==> src/rtl/mips_pkg.sv <==
// Shared MIPS constants: R-type function codes, multiply/divide FSM encoding
// and small helpers used by the decoder, ALU control and mult/div unit.
package mips_pkg;

  localparam int unsigned SIZE      = 32;
  localparam int unsigned FUNC_SIZE = 6;
  localparam int unsigned CNT_W     = 5;

  localparam logic [FUNC_SIZE-1:0] FUNC_MTHI  = 6'b010001;
  localparam logic [FUNC_SIZE-1:0] FUNC_MTLO  = 6'b010011;
  localparam logic [FUNC_SIZE-1:0] FUNC_MULT  = 6'b011000;
  localparam logic [FUNC_SIZE-1:0] FUNC_MULTU = 6'b011001;
  localparam logic [FUNC_SIZE-1:0] FUNC_DIV   = 6'b011010;
  localparam logic [FUNC_SIZE-1:0] FUNC_DIVU  = 6'b011011;

  typedef enum logic [1:0] {
    ST_IDLE = 2'd0,
    ST_CALC = 2'd1,
    ST_FIX  = 2'd2
  } md_state_e;

  // True for the four iterative HI/LO producing functions.
  function automatic logic is_muldiv(input logic [FUNC_SIZE-1:0] f);
    return (f == FUNC_MULT) || (f == FUNC_MULTU) ||
           (f == FUNC_DIV)  || (f == FUNC_DIVU);
  endfunction

  function automatic logic [SIZE-1:0] abs_if(input logic [SIZE-1:0] x,
                                             input logic            en);
    return (en && x[SIZE-1]) ? (~x + SIZE'(1)) : x;
  endfunction

endpackage

==> src/rtl/mult_div_unit.sv <==
// Iterative MIPS multiply/divide unit with HI/LO registers: 32 shift-add or
// restoring shift-subtract steps on magnitudes, then a sign-fix cycle.
module mult_div_unit
  import mips_pkg::*;
(
  input  logic                 i_clk,
  input  logic                 i_rst,
  input  logic                 i_start,
  input  logic [FUNC_SIZE-1:0] i_func,
  input  logic [SIZE-1:0]      i_op_a,
  input  logic [SIZE-1:0]      i_op_b,
  input  logic                 i_flush,
  output logic                 o_busy,
  output logic                 o_done,
  output logic [SIZE-1:0]      o_hi,
  output logic [SIZE-1:0]      o_lo
);

  md_state_e        r_state;
  logic             r_busy;
  logic             r_done;
  logic [SIZE-1:0]  r_hi;
  logic [SIZE-1:0]  r_lo;
  logic [SIZE-1:0]  r_acc;
  logic [SIZE-1:0]  r_q;
  logic [SIZE-1:0]  r_m;
  logic [CNT_W-1:0] r_cnt;
  logic             r_is_div;
  logic             r_neg_q;
  logic             r_neg_r;
  logic             r_dz;

  logic              w_signed;
  logic [SIZE-1:0]   w_abs_a;
  logic [SIZE-1:0]   w_abs_b;
  logic [SIZE:0]     w_add_a;
  logic [SIZE:0]     w_add_b;
  logic [SIZE:0]     w_sum;
  logic              w_ge;
  logic [2*SIZE-1:0] w_prod_neg;
  logic [SIZE-1:0]   w_quot;
  logic [SIZE-1:0]   w_rem;

  // Shared SIZE+1-bit adder: add for multiply, subtract for divide.
  always_comb begin
    w_signed = ~i_func[0];
    w_abs_a  = abs_if(i_op_a, w_signed);
    w_abs_b  = abs_if(i_op_b, w_signed);
    w_add_a  = {1'b0, r_acc};
    w_add_b  = r_q[0] ? {1'b0, r_m} : '0;
    if (r_is_div) begin
      w_add_a = {r_acc, r_q[SIZE-1]};
      w_add_b = {1'b0, r_m};
    end
    w_sum = w_add_a + (r_is_div ? ~w_add_b : w_add_b) + {{SIZE{1'b0}}, r_is_div};
    // Partial remainder with its top bit set always exceeds any divisor.
    w_ge       = r_acc[SIZE-1] | ~w_sum[SIZE];
    w_prod_neg = ~{r_acc, r_q} + {{(2*SIZE-1){1'b0}}, 1'b1};
    w_quot     = r_dz ? '1 : (r_neg_q ? (~r_q + SIZE'(1)) : r_q);
    w_rem      = r_neg_r ? (~r_acc + SIZE'(1)) : r_acc;
  end

  // FSM, datapath iteration and HI/LO update.
  always_ff @(posedge i_clk) begin
    if (i_rst) begin
      r_state  <= ST_IDLE;
      r_busy   <= 1'b0;
      r_done   <= 1'b0;
      r_hi     <= '0;
      r_lo     <= '0;
      r_acc    <= '0;
      r_q      <= '0;
      r_m      <= '0;
      r_cnt    <= '0;
      r_is_div <= 1'b0;
      r_neg_q  <= 1'b0;
      r_neg_r  <= 1'b0;
      r_dz     <= 1'b0;
    end else begin
      r_done <= 1'b0;
      case (r_state)
        ST_IDLE: begin
          if (i_start && !i_flush) begin
            if (i_func == FUNC_MTHI) begin
              r_hi <= i_op_a;
            end else if (i_func == FUNC_MTLO) begin
              r_lo <= i_op_a;
            end else if (is_muldiv(i_func)) begin
              r_state  <= ST_CALC;
              r_busy   <= 1'b1;
              r_cnt    <= '0;
              r_acc    <= '0;
              r_is_div <= i_func[1];
              r_neg_q  <= w_signed & (i_op_a[SIZE-1] ^ i_op_b[SIZE-1]);
              r_neg_r  <= w_signed & i_op_a[SIZE-1];
              r_dz     <= i_func[1] & (i_op_b == '0);
              // Divide keeps the dividend in r_q; multiply keeps the multiplier.
              r_q      <= i_func[1] ? w_abs_a : w_abs_b;
              r_m      <= i_func[1] ? w_abs_b : w_abs_a;
            end
          end
        end
        ST_CALC: begin
          if (i_flush) begin
            r_state <= ST_IDLE;
            r_busy  <= 1'b0;
            r_cnt   <= '0;
          end else begin
            if (r_is_div) begin
              if (w_ge) begin
                r_acc <= w_sum[SIZE-1:0];
                r_q   <= {r_q[SIZE-2:0], 1'b1};
              end else begin
                r_acc <= {r_acc[SIZE-2:0], r_q[SIZE-1]};
                r_q   <= {r_q[SIZE-2:0], 1'b0};
              end
            end else begin
              r_acc <= w_sum[SIZE:1];
              r_q   <= {w_sum[0], r_q[SIZE-1:1]};
            end
            r_cnt <= r_cnt + CNT_W'(1);
            if (r_cnt == CNT_W'(SIZE - 1)) begin
              r_state <= ST_FIX;
            end
          end
        end
        ST_FIX: begin
          r_state <= ST_IDLE;
          r_busy  <= 1'b0;
          r_cnt   <= '0;
          if (!i_flush) begin
            r_done <= 1'b1;
            if (r_is_div) begin
              r_hi <= w_rem;
              r_lo <= w_quot;
            end else begin
              {r_hi, r_lo} <= r_neg_q ? w_prod_neg : {r_acc, r_q};
            end
          end
        end
        default: begin
          r_state <= ST_IDLE;
          r_busy  <= 1'b0;
        end
      endcase
    end
  end

  assign o_busy = r_busy;
  assign o_done = r_done;
  assign o_hi   = r_hi;
  assign o_lo   = r_lo;

endmodule
==> config.mk <==
export PLATFORM = sky130hd
export DESIGN_NAME = mult_div_unit
export DESIGN_NICKNAME = d
export VERILOG_FILES = /design/src/rtl/mips_pkg.sv /design/src/rtl/mult_div_unit.sv
export SDC_FILE = /design/constraint.sdc
export NUM_CORES = 1
export LEC_CHECK = 0
export CAP_MARGIN = 20
export CORE_AREA = 2 2 185 223
export DETAILED_ROUTE_END_ITERATION = 16
export DIE_AREA = 0 0 187 225
export GPL_TIMING_DRIVEN = 0
export HOLD_SLACK_MARGIN = 0.06
export PLACE_DENSITY = 0.6
export SYNTH_ARGS = -nofsm -noshare
export SYNTH_HDL_FRONTEND = slang
export SYNTH_SLANG_ARGS = --single-unit
==> constraint.sdc <==
create_clock -name i_clk -period 9 [get_ports i_clk]
set_clock_uncertainty 0.2 [all_clocks]
set_input_delay 1.8 -clock i_clk [delete_from_list [all_inputs] [get_ports i_clk]]
set_output_delay 1.8 -clock i_clk [all_outputs]
set_load 0.03 [all_outputs]
# --- After elaboration in Yosys (flattened, before gate mapping) ---
# Index checks and enable logic that the tools add are counted.
classes:
  addsub: 8
  eq_ne: 19
  mux: 59
  n_bitwise: 16
  reduce_logical: 20
op_table:
  columns: ["op", "n"]
  rows:
  - ["$mux W32", 31]
  - ["$pmux W32 S2", 4]
  - ["$add A32 B1 Y32 const B", 4]
  - ["$not A32 Y32", 4]
  - ["$mux W33", 2]
  - ["$add A64 B1 Y64 const B", 1]
  - ["$mux W64", 1]
  - ["$not A64 Y64", 1]
  - ["$eq A6 B5 Y1 const B", 6]
  - ["$add A33 B1 Y33", 1]
  - ["$add A33 B33 Y33", 1]
  - ["$not A33 Y33", 1]
  - ["$logic_not A32 Y1", 1]
  - ["$mux W5", 5]
  - ["$reduce_and A5 Y1", 5]
  - ["$ne A2 B2 Y1 const B", 9]
  - ["$pmux W5 S3", 1]
  - ["$mux W2", 6]
  - ["$mux W1", 7]
  - ["$reduce_and A6 Y1", 1]
  - ["$add A5 B1 Y5 const B", 1]
  - ["$eq A5 B5 Y1 const B", 1]
  - ["$not A1 Y1", 5]
  - ["$pmux W2 S2", 1]
  - ["15 further kinds", 22]
word_totals:
  ff_bits: 173
  in_bits: 74
  output_inout_bits: 66
  elab_cells: 135

# --- Longest topological paths before layout ---
logic_depth:
  word_depth: 12
  depth_mapped: 19
  mapped_depth_nobuf: 13

# --- Least setup slack after synthesis ---
# No wires, ideal clock.
synth_path:
  path_kind: "register to register"
  from: "register r_is_div"
  to: "register r_acc[3]"
  setup_ps: 125
  arrival_ps: 4161
  t_required_ps: 8675
  path_slack_ps: 4514
  stages_incl_launch_ff: 18
  n_path_buf: 7
  period_less_slack_ps: 4486
  cell_sequence: "dfxtp_1 -> clkbuf_1 -> clkbuf_1 -> clkbuf_1 -> clkbuf_1 -> mux2_2 -> ha_1 -> clkbuf_1 -> a21oi_1 -> nand2_1 -> a31oi_1 -> a21oi_1 -> a211oi_1 -> nand2_1 -> buf_4 -> buf_4 -> a211oi_1 -> o21ai_0"
synth_via:
  elab_chain_cells: 11
  elab_cells_between_ends: 12
  cone_classes: "add/sub (2); mux (7); bitwise (3)"
synth_rtl:
  columns: ["item", "line_no", "rtl"]
  rows:
  - ["from (decl)", "mult_div_unit.sv:28", "logic r_is_div;"]
  - ["from (signal assigned)", "mult_div_unit.sv:93", "r_is_div <= i_func[1];"]
  - ["$mux W32", "mult_div_unit.sv:51", "if (r_is_div) begin"]
  - ["$not A33 Y33", "mult_div_unit.sv:55", "w_sum = w_add_a + (r_is_div ? ~w_add_b : w_add_b) + {{SIZE{1'b0}}, r_is_div};"]
  - ["$mux W33", "mult_div_unit.sv:55", null]
  - ["$add A33 B33 Y33", "mult_div_unit.sv:55", null]
  - ["$add A33 B1 Y33", "mult_div_unit.sv:55", null]
  - ["$not A1 Y1", "mult_div_unit.sv:57", "w_ge = r_acc[SIZE-1] | ~w_sum[SIZE];"]
  - ["$or A1 B1 Y1", "mult_div_unit.sv:57", null]
  - ["$mux W32", "mult_div_unit.sv:110", "if (w_ge) begin"]
  - ["$mux W32 *", "mult_div_unit.sv:109", "if (r_is_div) begin"]
  - ["$mux W32 *", "mult_div_unit.sv:104", "if (i_flush) begin"]
  - ["$pmux W32 S2 *", "mult_div_unit.sv:81", "case (r_state)"]
  - ["to (signal assigned)", "mult_div_unit.sv:111", "r_acc <= w_sum[SIZE-1:0];"]
  - ["to (signal assigned)", "mult_div_unit.sv:114", "r_acc <= {r_acc[SIZE-2:0], r_q[SIZE-1]};"]
  - ["to (signal assigned)", "mult_div_unit.sv:118", "r_acc <= w_sum[SIZE:1];"]
  - ["to (decl)", "mult_div_unit.sv:24", "logic [SIZE-1:0] r_acc;"]
# Mark *: on every way between the ends. The rest lies on a longest branch, timed or not. The select of a mux whose other input is x is not followed.
# A chain may end at the register's enable or synchronous reset.

# --- Final worst setup path ---
layout_path:
  from: "register r_is_div"
  to: "register r_acc[20]"
# The elaborated chain is that of the path after synthesis.

==> metrics.md <==
| Metric | Value |
|---|---|
| Slew of the pin with the lowest slew margin | 1.03 ns |
| Crit path max fanout | 10 |
| Flop pwr share | 42.3% |
| Starting density of the core | 34.8% |
| RSZ-0062 raised after global routing | false |
| DR DRC count | 0 |
| Synth Cell Area | 0.0138 mm² |
| DRT iter0 DRCs | 1546 |
| Sw frac | 30.1% |
| Pleak | 5.75 nW |
| Minimum clock period | 6.48 ns |
| Internal Power | 1.28 mW |
| Syn_nets | 2000 |
| Reg2Reg Depth | 17 |
| Post-cts sizing count | 0 |
| Count of final max-slew check failures | 0 |
| Hold worst-path end | o_hi[26]$_SDFFE_PP0P_ |
| Most frequent cells in the layout | nand2_1, nor2_1, a21oi_1 |
| Hold wc startpoint | o_hi[26]$_SDFFE_PP0P_ |
| Post-layout util | 41.4% |
| Distinct cells, synth | 81 |
| Crit path required time | 9.15 ns |
| Worst slew margin | 30.6% |
| Synth Area per Inst | 7.33 µm² |
| First-pass GRT wire length | 92.8 mm |
| GPL Wtd Cong | 0.954 |
| Clock Sinks | 173 |
| PortBufs | 136 |
| Largest net degree at the start of global routing | 17 |
| Vias per cell | 6.03 |
| Final Hold Vio Count | 0 |
| Setup bufs post-CTS | 0 |
| Share of cells above drive strength 1 | 5.16% |
| Largest area contributor in the netlist | dfxtp_1 |
| Synth area leaders | dfxtp_1, a21oi_1, nand2_1 |
| Post-DR wirelength/cell | 24.4 µm |
| Synthesis warning total | 0 |
| Tot GR Track Use | 29.3% |
| TritonCTS clock tree | done |
| Net Sw Power | 551 µW |
| Pwr per Cell Area | 111 mW/mm² |
| Clock Latency Late Sink | 0.46 ns |
| Clock Power Share | 42.3% |
| P&R area growth vs syn | 18.9% |
| Remaining Overflow, GRT | 0 |
| Run status | complete, no violations |
| Share of the yosys chip area belonging to registers | 25.0% |
| Die Y | 225 µm |
| IO Count | 140 |
| Worst Hold Class | register to register |
| Cell count after synthesis | 1888 |
| Post-route ant nets | 0 |
| Clock-pin transition on the worst setup and hold timing paths | 0.07 ns |
| Setup slack, reg-to-reg | 2.52 ns |
| Fmax | 154 MHz |
| CTS Hold Bufs | 0 |
| Post-synth top flop | dfxtp_1 |
| Comb power frac | 15.4% |
| Endpoint type of the worst setup path | register |
| Critical Path AT | 6.63 ns |
| Yosys top cell area share | 25.0% |
| Diode count | 0 |
| Die footprint | 0.0421 mm² |
| Worst vdd ir | 0.149 mV |
| Worst R2R Start | r_is_div$_SDFFE_PP0P_ |
| Row cnt | 80 |
| Final worst path period share | 71.9% |
| Commonest non-fill, non-tap cell in the layout | nand2_1 |
| Min Hold Slack | 0.252 ns |
| Initial DRT Pass Iterations | 6 |
| Vias in the first global route | 14700 |
| Max clock buf depth | 2 |
| Fill cell count | 4212 |
| Post-synth EDFFs | 0 |
| Hold Crit Depth | 2 |
| Die Wd | 187 µm |
| Synthesized flop and latch total | 173 |
| Reg-to-reg endpoint | r_acc[20]$_SDFFE_PP0P_ |
| Final setup vio count | 0 |
| Number of CTS-inserted buffers | 17 |
| Initial antenna violation count | 2 |
| CP startpoint kind | register |
| Max-Cap Viols | 0 |
| Final nets | 2155 |
| Crit Path Class | register to register |
| H-tree depth | 4 |
| DR vias | 15600 |
| Asr flop ratio synth | 0% |
| Setup TNS | 0 ns |
| Root Buffer Master | clkbuf_16 |
| Core area | 0.0397 mm² |
| WL final | 63.2 mm |
| HPWL Detailed | 50.9 mm |
cells in the mapped netlist, types with 12 or more instances:
cell and number:
mux2_2 33, nor3_1 57, o31ai_1 24, dfxtp_1 173
and3_1 13, nand2_1 229, inv_1 22, nand3_1 27
ha_1 37, nor4_1 16, a21o_1 13, clkbuf_1 144
nand2b_1 12, o211ai_1 20, a31oi_1 24, o221ai_1 24
xor2_1 71, or4_1 15, o21ai_0 164, xnor2_1 72
nor2b_1 13, o41ai_1 13, nor2_1 186, a211oi_1 52
mux2i_1 64, a21oi_1 178, o22ai_1 13
registers in the layout, indices dropped and copies added (netlist names):
signal / count
o_hi: 32
o_lo: 32
r_acc: 32
r_m: 32
r_q: 32
r_cnt: 5
r_state: 2
o_busy: 1
o_done: 1
r_dz: 1
r_is_div: 1
r_neg_q: 1
r_neg_r: 1
cell families after synthesis:
logic type	after synthesis	share of synthesized area (%)
compound gates	625	28.6
simple gates	625	21.3
buf+inv	187	5.30
flops	173	25.0
xor+xnor	143	9.05
mux	97	7.31
fa+ha+maj	38	3.49
layout make-up:
| type | count | area (µm²) | area share (%) |
|---|---|---|---|
| multi-input cells | 1528 | 9650 | 58.6 |
| flip-flops and latches | 173 | 3460 | 21.0 |
| repair buffers | 136 | 1360 | 8.27 |
| well taps | 533 | 667 | 4.05 |
| plain buffers | 165 | 651 | 3.95 |
| clock buffers | 21 | 450 | 2.74 |
| clock inverters | 11 | 133 | 0.806 |
| inverters | 22 | 82.6 | 0.502 |
layer usage:
layer  wire, µm  part of all wire (%)  global-route usage (%)
met3       3950                   6.2                    3.33
met1      25600                    41                    36.3
met2      29600                    47                    49.3
met4       4070                   6.4                    17.0
met5          0                     0                       0
worst max-delay path by stage:
stage                              to  slack [ns]  depth (start not counted)                   from
2_1_floorplan   r_acc[3]$_SDFFE_PP0P_        4.51                         17  r_is_div$_SDFFE_PP0P_
3_3_place_gp   r_acc[20]$_SDFFE_PP0P_        2.70                         17  r_is_div$_SDFFE_PP0P_
3_5_place_dp   r_acc[20]$_SDFFE_PP0P_        2.69                         17  r_is_div$_SDFFE_PP0P_
4_1_cts        r_acc[20]$_SDFFE_PP0P_        2.65                         17  r_is_div$_SDFFE_PP0P_
5_1_grt        r_acc[20]$_SDFFE_PP0P_        2.21                         17  r_is_div$_SDFFE_PP0P_
6_report       r_acc[20]$_SDFFE_PP0P_        2.52                         17  r_is_div$_SDFFE_PP0P_
critical path: stages, from the launching register on:
cell      delay [ns]
dfxtp_1         0.31
clkbuf_1        0.33
clkbuf_1        0.60
clkbuf_1        0.79
buf_1           0.64
mux2_2          0.42
ha_1            0.29
buf_2           0.17
a21oi_1         0.16
o21ai_0         0.18
a31oi_1         0.21
a21oi_1         0.12
a211oi_1        0.76
and2_1          0.22
buf_2           0.24
buf_2           0.33
o21ai_0         0.19
a22o_1          0.20
stage by stage:
step	worst slack [ns]	total power [mW]	std cells	area [µm²]
after detailed placement	2.69	1.06	2557	15900
after floorplan	4.51	0.929	1888	13800
after global routing	2.21	1.88	2589	16500
after CTS	2.65	1.83	2589	16500
final	2.52	1.83	2589	16500
after global placement	2.70	1.07	2557	15900
power by group through the flow:
stage,registers (mW),logic (mW),clock network (mW)
after global placement,0.792,0.273,0
after CTS,0.775,0.274,0.781
after global routing,0.775,0.293,0.810
after floorplan,0.792,0.137,0
final,0.775,0.282,0.775
after detailed placement,0.793,0.272,0
No activity file was read; power rests on OpenSTA's default activity.
